### src/rtl/sd_emmc_adma2_ctrl.sv
// ADMA2 descriptor engine: fetches 8-byte descriptors over AXI, follows links and
// hands transfer segments to the SDMA/AXI data mover, reporting SDHC ADMA error state.
module sd_emmc_adma2_ctrl #(
  parameter int unsigned DESC_ADDR_W = 32
) (
  input  logic                   clock,
  input  logic                   reset,
  input  logic                   adma_start,
  input  logic [DESC_ADDR_W-1:0] adma_desc_base,
  input  logic                   adma_abort,
  output logic [DESC_ADDR_W-1:0] desc_araddr,
  output logic                   desc_arvalid,
  input  logic                   desc_arready,
  input  logic [31:0]            desc_rdata,
  input  logic                   desc_rvalid,
  input  logic                   desc_rlast,
  output logic                   desc_rready,
  output logic [DESC_ADDR_W-1:0] seg_addr,
  output logic [16:0]            seg_len,
  output logic                   seg_valid,
  input  logic                   seg_done,
  output logic                   adma_int,
  output logic                   adma_done,
  output logic                   adma_err_int,
  output logic [1:0]             adma_err_state,
  output logic                   adma_busy
);

  typedef enum logic [2:0] {
    StIdle,
    StFetchAr,
    StFetchR,
    StDecode,
    StTran,
    StNext,
    StError
  } state_e;

  localparam logic [1:0] ActTran = 2'b10;
  localparam logic [1:0] ActLink = 2'b11;
  localparam logic [1:0] ErrFds  = 2'b01;
  localparam logic [1:0] ErrTfr  = 2'b11;

  state_e                 state_q, state_d;
  logic [DESC_ADDR_W-1:0] desc_ptr_q, desc_ptr_d;
  logic                   beat_q, beat_d;
  logic                   drain_q, drain_d;
  logic                   d_valid_q, d_valid_d;
  logic                   d_end_q, d_end_d;
  logic                   d_int_q, d_int_d;
  logic [1:0]             d_act_q, d_act_d;
  logic [15:0]            d_len_q, d_len_d;
  logic [31:0]            word1_q, word1_d;
  logic [DESC_ADDR_W-1:0] seg_addr_q, seg_addr_d;
  logic [16:0]            seg_len_q, seg_len_d;
  logic                   int_q, int_d;
  logic [1:0]             err_state_q, err_state_d;

  always_ff @(posedge clock) begin
    if (reset) begin
      state_q     <= StIdle;
      desc_ptr_q  <= '0;
      beat_q      <= 1'b0;
      drain_q     <= 1'b0;
      d_valid_q   <= 1'b0;
      d_end_q     <= 1'b0;
      d_int_q     <= 1'b0;
      d_act_q     <= 2'b00;
      d_len_q     <= 16'h0;
      word1_q     <= 32'h0;
      seg_addr_q  <= '0;
      seg_len_q   <= 17'h0;
      int_q       <= 1'b0;
      err_state_q <= 2'b00;
    end else begin
      state_q     <= state_d;
      desc_ptr_q  <= desc_ptr_d;
      beat_q      <= beat_d;
      drain_q     <= drain_d;
      d_valid_q   <= d_valid_d;
      d_end_q     <= d_end_d;
      d_int_q     <= d_int_d;
      d_act_q     <= d_act_d;
      d_len_q     <= d_len_d;
      word1_q     <= word1_d;
      seg_addr_q  <= seg_addr_d;
      seg_len_q   <= seg_len_d;
      int_q       <= int_d;
      err_state_q <= err_state_d;
    end
  end

  always_comb begin
    state_d     = state_q;
    desc_ptr_d  = desc_ptr_q;
    beat_d      = beat_q;
    drain_d     = drain_q;
    d_valid_d   = d_valid_q;
    d_end_d     = d_end_q;
    d_int_d     = d_int_q;
    d_act_d     = d_act_q;
    d_len_d     = d_len_q;
    word1_d     = word1_q;
    seg_addr_d  = seg_addr_q;
    seg_len_d   = seg_len_q;
    int_d       = 1'b0;
    err_state_d = err_state_q;

    // Beats of an abandoned burst are swallowed until its last beat.
    if (drain_q && desc_rvalid && desc_rlast) begin
      drain_d = 1'b0;
    end

    unique case (state_q)
      StIdle: begin
        if (adma_start && !drain_q) begin
          desc_ptr_d  = adma_desc_base;
          err_state_d = 2'b00;
          state_d     = StFetchAr;
        end
      end
      StFetchAr: begin
        if (desc_arready) begin
          beat_d  = 1'b0;
          state_d = StFetchR;
        end
      end
      StFetchR: begin
        if (desc_rvalid) begin
          if (!beat_q) begin
            d_valid_d = desc_rdata[0];
            d_end_d   = desc_rdata[1];
            d_int_d   = desc_rdata[2];
            d_act_d   = desc_rdata[5:4];
            d_len_d   = desc_rdata[31:16];
            if (desc_rlast) begin
              err_state_d = ErrFds;
              state_d     = StError;
            end else begin
              beat_d = 1'b1;
            end
          end else begin
            word1_d = desc_rdata;
            if (!desc_rlast) begin
              // Burst longer than two beats: flag it and drain the remainder.
              err_state_d = ErrFds;
              drain_d     = 1'b1;
              state_d     = StError;
            end else begin
              state_d = StDecode;
            end
          end
        end
      end
      StDecode: begin
        if (!d_valid_q) begin
          err_state_d = ErrFds;
          state_d     = StError;
        end else if (d_act_q == ActTran) begin
          seg_addr_d = word1_q[DESC_ADDR_W-1:0];
          seg_len_d  = {d_len_q == 16'h0, d_len_q};
          state_d    = StTran;
        end else if (d_act_q == ActLink) begin
          if (word1_q[2:0] != 3'b000) begin
            err_state_d = ErrFds;
            state_d     = StError;
          end else begin
            desc_ptr_d = word1_q[DESC_ADDR_W-1:0];
            state_d    = StFetchAr;
          end
        end else begin
          state_d = StNext;
        end
      end
      StTran: begin
        if (seg_done) begin
          int_d   = d_int_q;
          state_d = StNext;
        end
      end
      StNext: begin
        if (d_end_q) begin
          state_d = StIdle;
        end else begin
          desc_ptr_d = desc_ptr_q + DESC_ADDR_W'(8);
          state_d    = StFetchAr;
        end
      end
      StError: begin
        state_d = StIdle;
      end
      default: begin
        state_d = StIdle;
      end
    endcase

    // Abort overrides whatever the state decided this cycle.
    if (adma_abort && (state_q != StIdle)) begin
      state_d     = StIdle;
      int_d       = 1'b0;
      err_state_d = (state_q == StTran) ? ErrTfr : err_state_q;
      if (state_q == StFetchAr && desc_arready) begin
        drain_d = 1'b1;
      end
      if (state_q == StFetchR) begin
        drain_d = !(desc_rvalid && desc_rlast);
      end
    end
  end

  assign desc_arvalid   = (state_q == StFetchAr);
  assign desc_araddr    = desc_ptr_q;
  assign desc_rready    = (state_q == StFetchR) || drain_q;
  assign seg_valid      = (state_q == StTran);
  assign seg_addr       = seg_addr_q;
  assign seg_len        = seg_len_q;
  assign adma_int       = int_q;
  assign adma_done      = (state_q == StNext) && d_end_q;
  assign adma_err_int   = (state_q == StError);
  assign adma_err_state = err_state_q;
  assign adma_busy      = (state_q != StIdle) || drain_q;

endmodule

### config.mk
export PLATFORM = sky130hd
export DESIGN_NAME = sd_emmc_adma2_ctrl
export DESIGN_NICKNAME = d
export VERILOG_FILES = /design/src/rtl/sd_emmc_adma2_ctrl.sv
export SDC_FILE = /design/constraint.sdc
export NUM_CORES = 1
export LEC_CHECK = 0
export CAP_MARGIN = 0
export CORE_MARGIN = 2
export CORE_UTILIZATION = 40
export DETAILED_ROUTE_END_ITERATION = 10
export GPL_TIMING_DRIVEN = 0
export PLACE_DENSITY = 0.67
export SYNTH_ARGS = -nofsm -noshare
export SYNTH_HDL_FRONTEND = slang
export SYNTH_SLANG_ARGS = --single-unit
### constraint.sdc
create_clock -name clock -period 2.64 [get_ports clock]
set_input_delay 0.528 -clock clock [delete_from_list [all_inputs] [get_ports clock]]
set_output_delay 0.528 -clock clock [all_outputs]
set_load 0.02 [all_outputs]
==> summary.txt <==
Setup path
  – Critical Path RT: around 2.1 ns
  – CP top delay family: buffers and inverters
  – WP data arrival: about 2 ns
  – CP Capture Type: primary output
  – R2r worst-path depth: 7
  – Critical path class: reg2out
  – Worst setup SP type: flip-flop
  – Crit path buf inv count: 4
  – Cells along the critical path: clkbuf_4 > clkbuf_4 > clkbuf_4 > nand2_1 > nor2_2 > clkdlybuf4s15_2
  – Most frequent cell on the critical path: clkbuf_4
  – CP max-delay cell: dfxtp_2
  – Crit path max fanout: 10
  – CP startpoint: state_q[2]$_SDFFE_PP0P_
  – Largest stage delay, worst path: roughly 0.38 ns
  – Reg2Reg Launch Point: state_q[0]$_SDFFE_PP0P_
  – Crit path to: adma_err_int
  – Critical Path Stages: 6
  – Worst reg2reg setup slack: 0.19 ns
  – FF-to-FF End: desc_araddr[21]$_SDFFE_PP0P_

Yosys
  – Syn nets: around 960
  – Mean post-synth cell area: between 7 and 8 um2
  – Number of synthesis warnings: 0
  – EDFF count, synth: 0
  – Distinct cells, synth: between 50 and 60
  – Mapped Cells: about 890
  – Yosys reg bits: 142
  – Post-synth ARST share: 0%
  – Post-synthesis sequential area ratio: 43.2%
  – Synth Flop Type: dfxtp_1
  – Netlist Area Pre-Place: roughly 0.0066 mm2

Global route
  – Largest net degree at the start of global routing: 20
  – First-pass GRT wire length: between 30000 and 40000 um
  – Vias in the first global route: slightly below 7000
  – Initial antenna violation count: 0
  – Tot GR Track Use: a little over a quarter
  – Remaining Overflow, GRT: 0

Power and ir drop
  – PwrDens: just under 800 mW/mm2
  – Final Power: a little over 7 mW
  – Worst vdd ir: between 500 and 600 uV
  – Pleak: 3.14 nW

Routing
  – Wirelength per Cell: about 18 um
  – Post-route antenna net violation count: 0
  – Starting DRT DRC Count: ~680
  – # DRC: 0
  – Post-Route WL: about 23000 um
  – Total number of vias: 7222
  – Initial DRT Pass Iterations: 5
  – Vias per cell: around 5.6

Timing
  – Worst Tran Pin Value: 0.729 ns
  – Fmax: about 400 MHz
  – Worst Skew: ~0.0084 ns
  – RSZ-0062 raised after global routing: no
  – Minimum clock period: approximately 2.5 ns
  – Final hold vios: 0
  – Relative slew slack: 51.0%
  – Final period util: a little over nine tenths
  – Final setup vio count: 0
  – Slew Limit Fails: 0

Finish
  – Number of diodes: 0
  – Most frequent cells in the layout: 245 x nand2_1, 154 x a21oi_1, 154 x clkdlybuf4s50_1, 141 x dfxtp_1, 46 x o21ai_0
  – Post-route insts no fill: 1300
  – Final Net Count: between 1000 and 1500
  – Commonest non-fill, non-tap cell in the layout: nand2_1
  – Area growth, synth to finish: 38.3%
  – Layout cells sized above 1: 7.29%

Place
  – Placed cell count: between 1000 and 1500
  – DP Wirelength: 17600 um
  – Gpl congestion: around 0.96
  – Port Buffers: 160

Clock network
  – CTS tree: done
  – Max Root-Sink Buffers: 2
  – Clk slew on worst S/H paths: about 0.060 ns
  – Worst-Skew Late Latency: 0.43 ns
  – CTS Sinks: between 100 and 150
  – TritonCTS buffer count: 17
  – H-tree Lvls: 4
  – Root Buffer: clkbuf_16

Floorplan
  – Die Height: between 100 and 150 um
  – Die width: roughly 130 um
  – Initial Util: between 40% and 50%
  – Ports: 162
  – Full die area: between 0.015 and 0.02 mm2
  – Core Rows: 46
  – Core region area: 0.0160 mm2

Status
  – Status: completed

Hold path
  – Worst hold-check path type: reg2reg

Job
  – Max-cap violations: 0
==> per-layer routing <==
layer  global-route usage, %  wire length, um
met4                    9.98              606
met3                    5.57             2000
met2                    42.6            10900
met5                       0                0
met1                    35.1            10000
==> layout make-up <==
type                       instances  area, um2
fill                            1589       6900
multi-input combinational        671       3450
sequential                       142       2840
timing repair buffer             163       1620
clock buffer                      19        453
buffer                            65        293
tap                              216        270
clock inverter                    13        130
inverter                          11       41.3
==> timing repair <==
action / CTS / global route
hold buffers: 0 / 0
gates resized for setup: 24 / 7
setup buffers: 1 / 2
pin swaps: 1 / 1
endpoints found under the setup margin: 6 / 4
==> cell usage after synthesis (all sizes together), types with 10 or more instances <==
cell type | instances | share of area, %
clkbuf | 50 | 2.9
nand3 | 14 | 1.3
buf | 17 | 1.3
a21oi | 154 | 12
inv | 10 | 0.57
nand2 | 245 | 14
nor3 | 18 | 1.4
dfxtp | 142 | 43
nor4 | 13 | 1.2
nor2b | 18 | 1.7
o21ai | 46 | 3.5
nor2 | 38 | 2.2
==> flip-flops by register name, indices dropped and copies added (netlist names), 2 cells and up <==
register / count
adma_err_state: 2
d_act_q: 2
seg_addr: 32
seg_len: 17
word1_q: 32
desc_araddr: 32
d_len_q: 16
state_q: 3
==> kinds of logic after synthesis <==
logic type	count (synthesis)	synth area share [%]
compound gates	269	23.8
xor+xnor	1	0.133
fa+ha+maj	1	0.190
buf+inv	78	4.81
flops	142	43.2
simple gates	400	27.8
==> worst min path at each step <==
stage,start,end,slack (ns),cells after the start
after floorplan,d_int_q$_SDFFE_PP0P_,d_int_q$_SDFFE_PP0P_,0.43,2
after global placement,d_int_q$_SDFFE_PP0P_,d_int_q$_SDFFE_PP0P_,0.44,2
after detailed placement,seg_addr[15]$_SDFFE_PP0P_,seg_addr[15]$_SDFFE_PP0P_,0.45,2
after CTS,seg_addr[5]$_SDFFE_PP0P_,seg_addr[5]$_SDFFE_PP0P_,0.46,2
after global routing,seg_addr[11]$_SDFFE_PP0P_,seg_addr[11]$_SDFFE_PP0P_,0.47,2
final,d_int_q$_SDFFE_PP0P_,d_int_q$_SDFFE_PP0P_,0.45,2
==> tightest hold or removal path, cell delays in order (launching register included) <==
cell and delay [ns]:
dfxtp_1 0.30, nand2_1 0.05, a21oi_1 0.05
==> power by group <==
part / switching (mW) / internal, mW / total (mW)
combinational: 1.26 / 0.916 / 2.18
sequential: 0.314 / 2.37 / 2.68
clock: 1.01 / 1.36 / 2.37
total: 2.58 / 4.65 / 7.23
==> per-stage QoR <==
stage               hold slack (ns)  setup slack [ns]  cell area [um2]  setup TNS [ns]  utilization [%]
floorplan                     0.432             0.520             6580               0                -
global placement              0.441            -0.394             8450           -1.44             52.8
detailed placement            0.448            -0.379             8450           -1.28             52.8
CTS                           0.457           -0.0919             9080         -0.0919             56.7
global route                  0.473            0.0235             9100               0             56.9
finish                        0.454             0.130             9100               0             56.9
No activity file was read; power rests on OpenSTA's default activity.
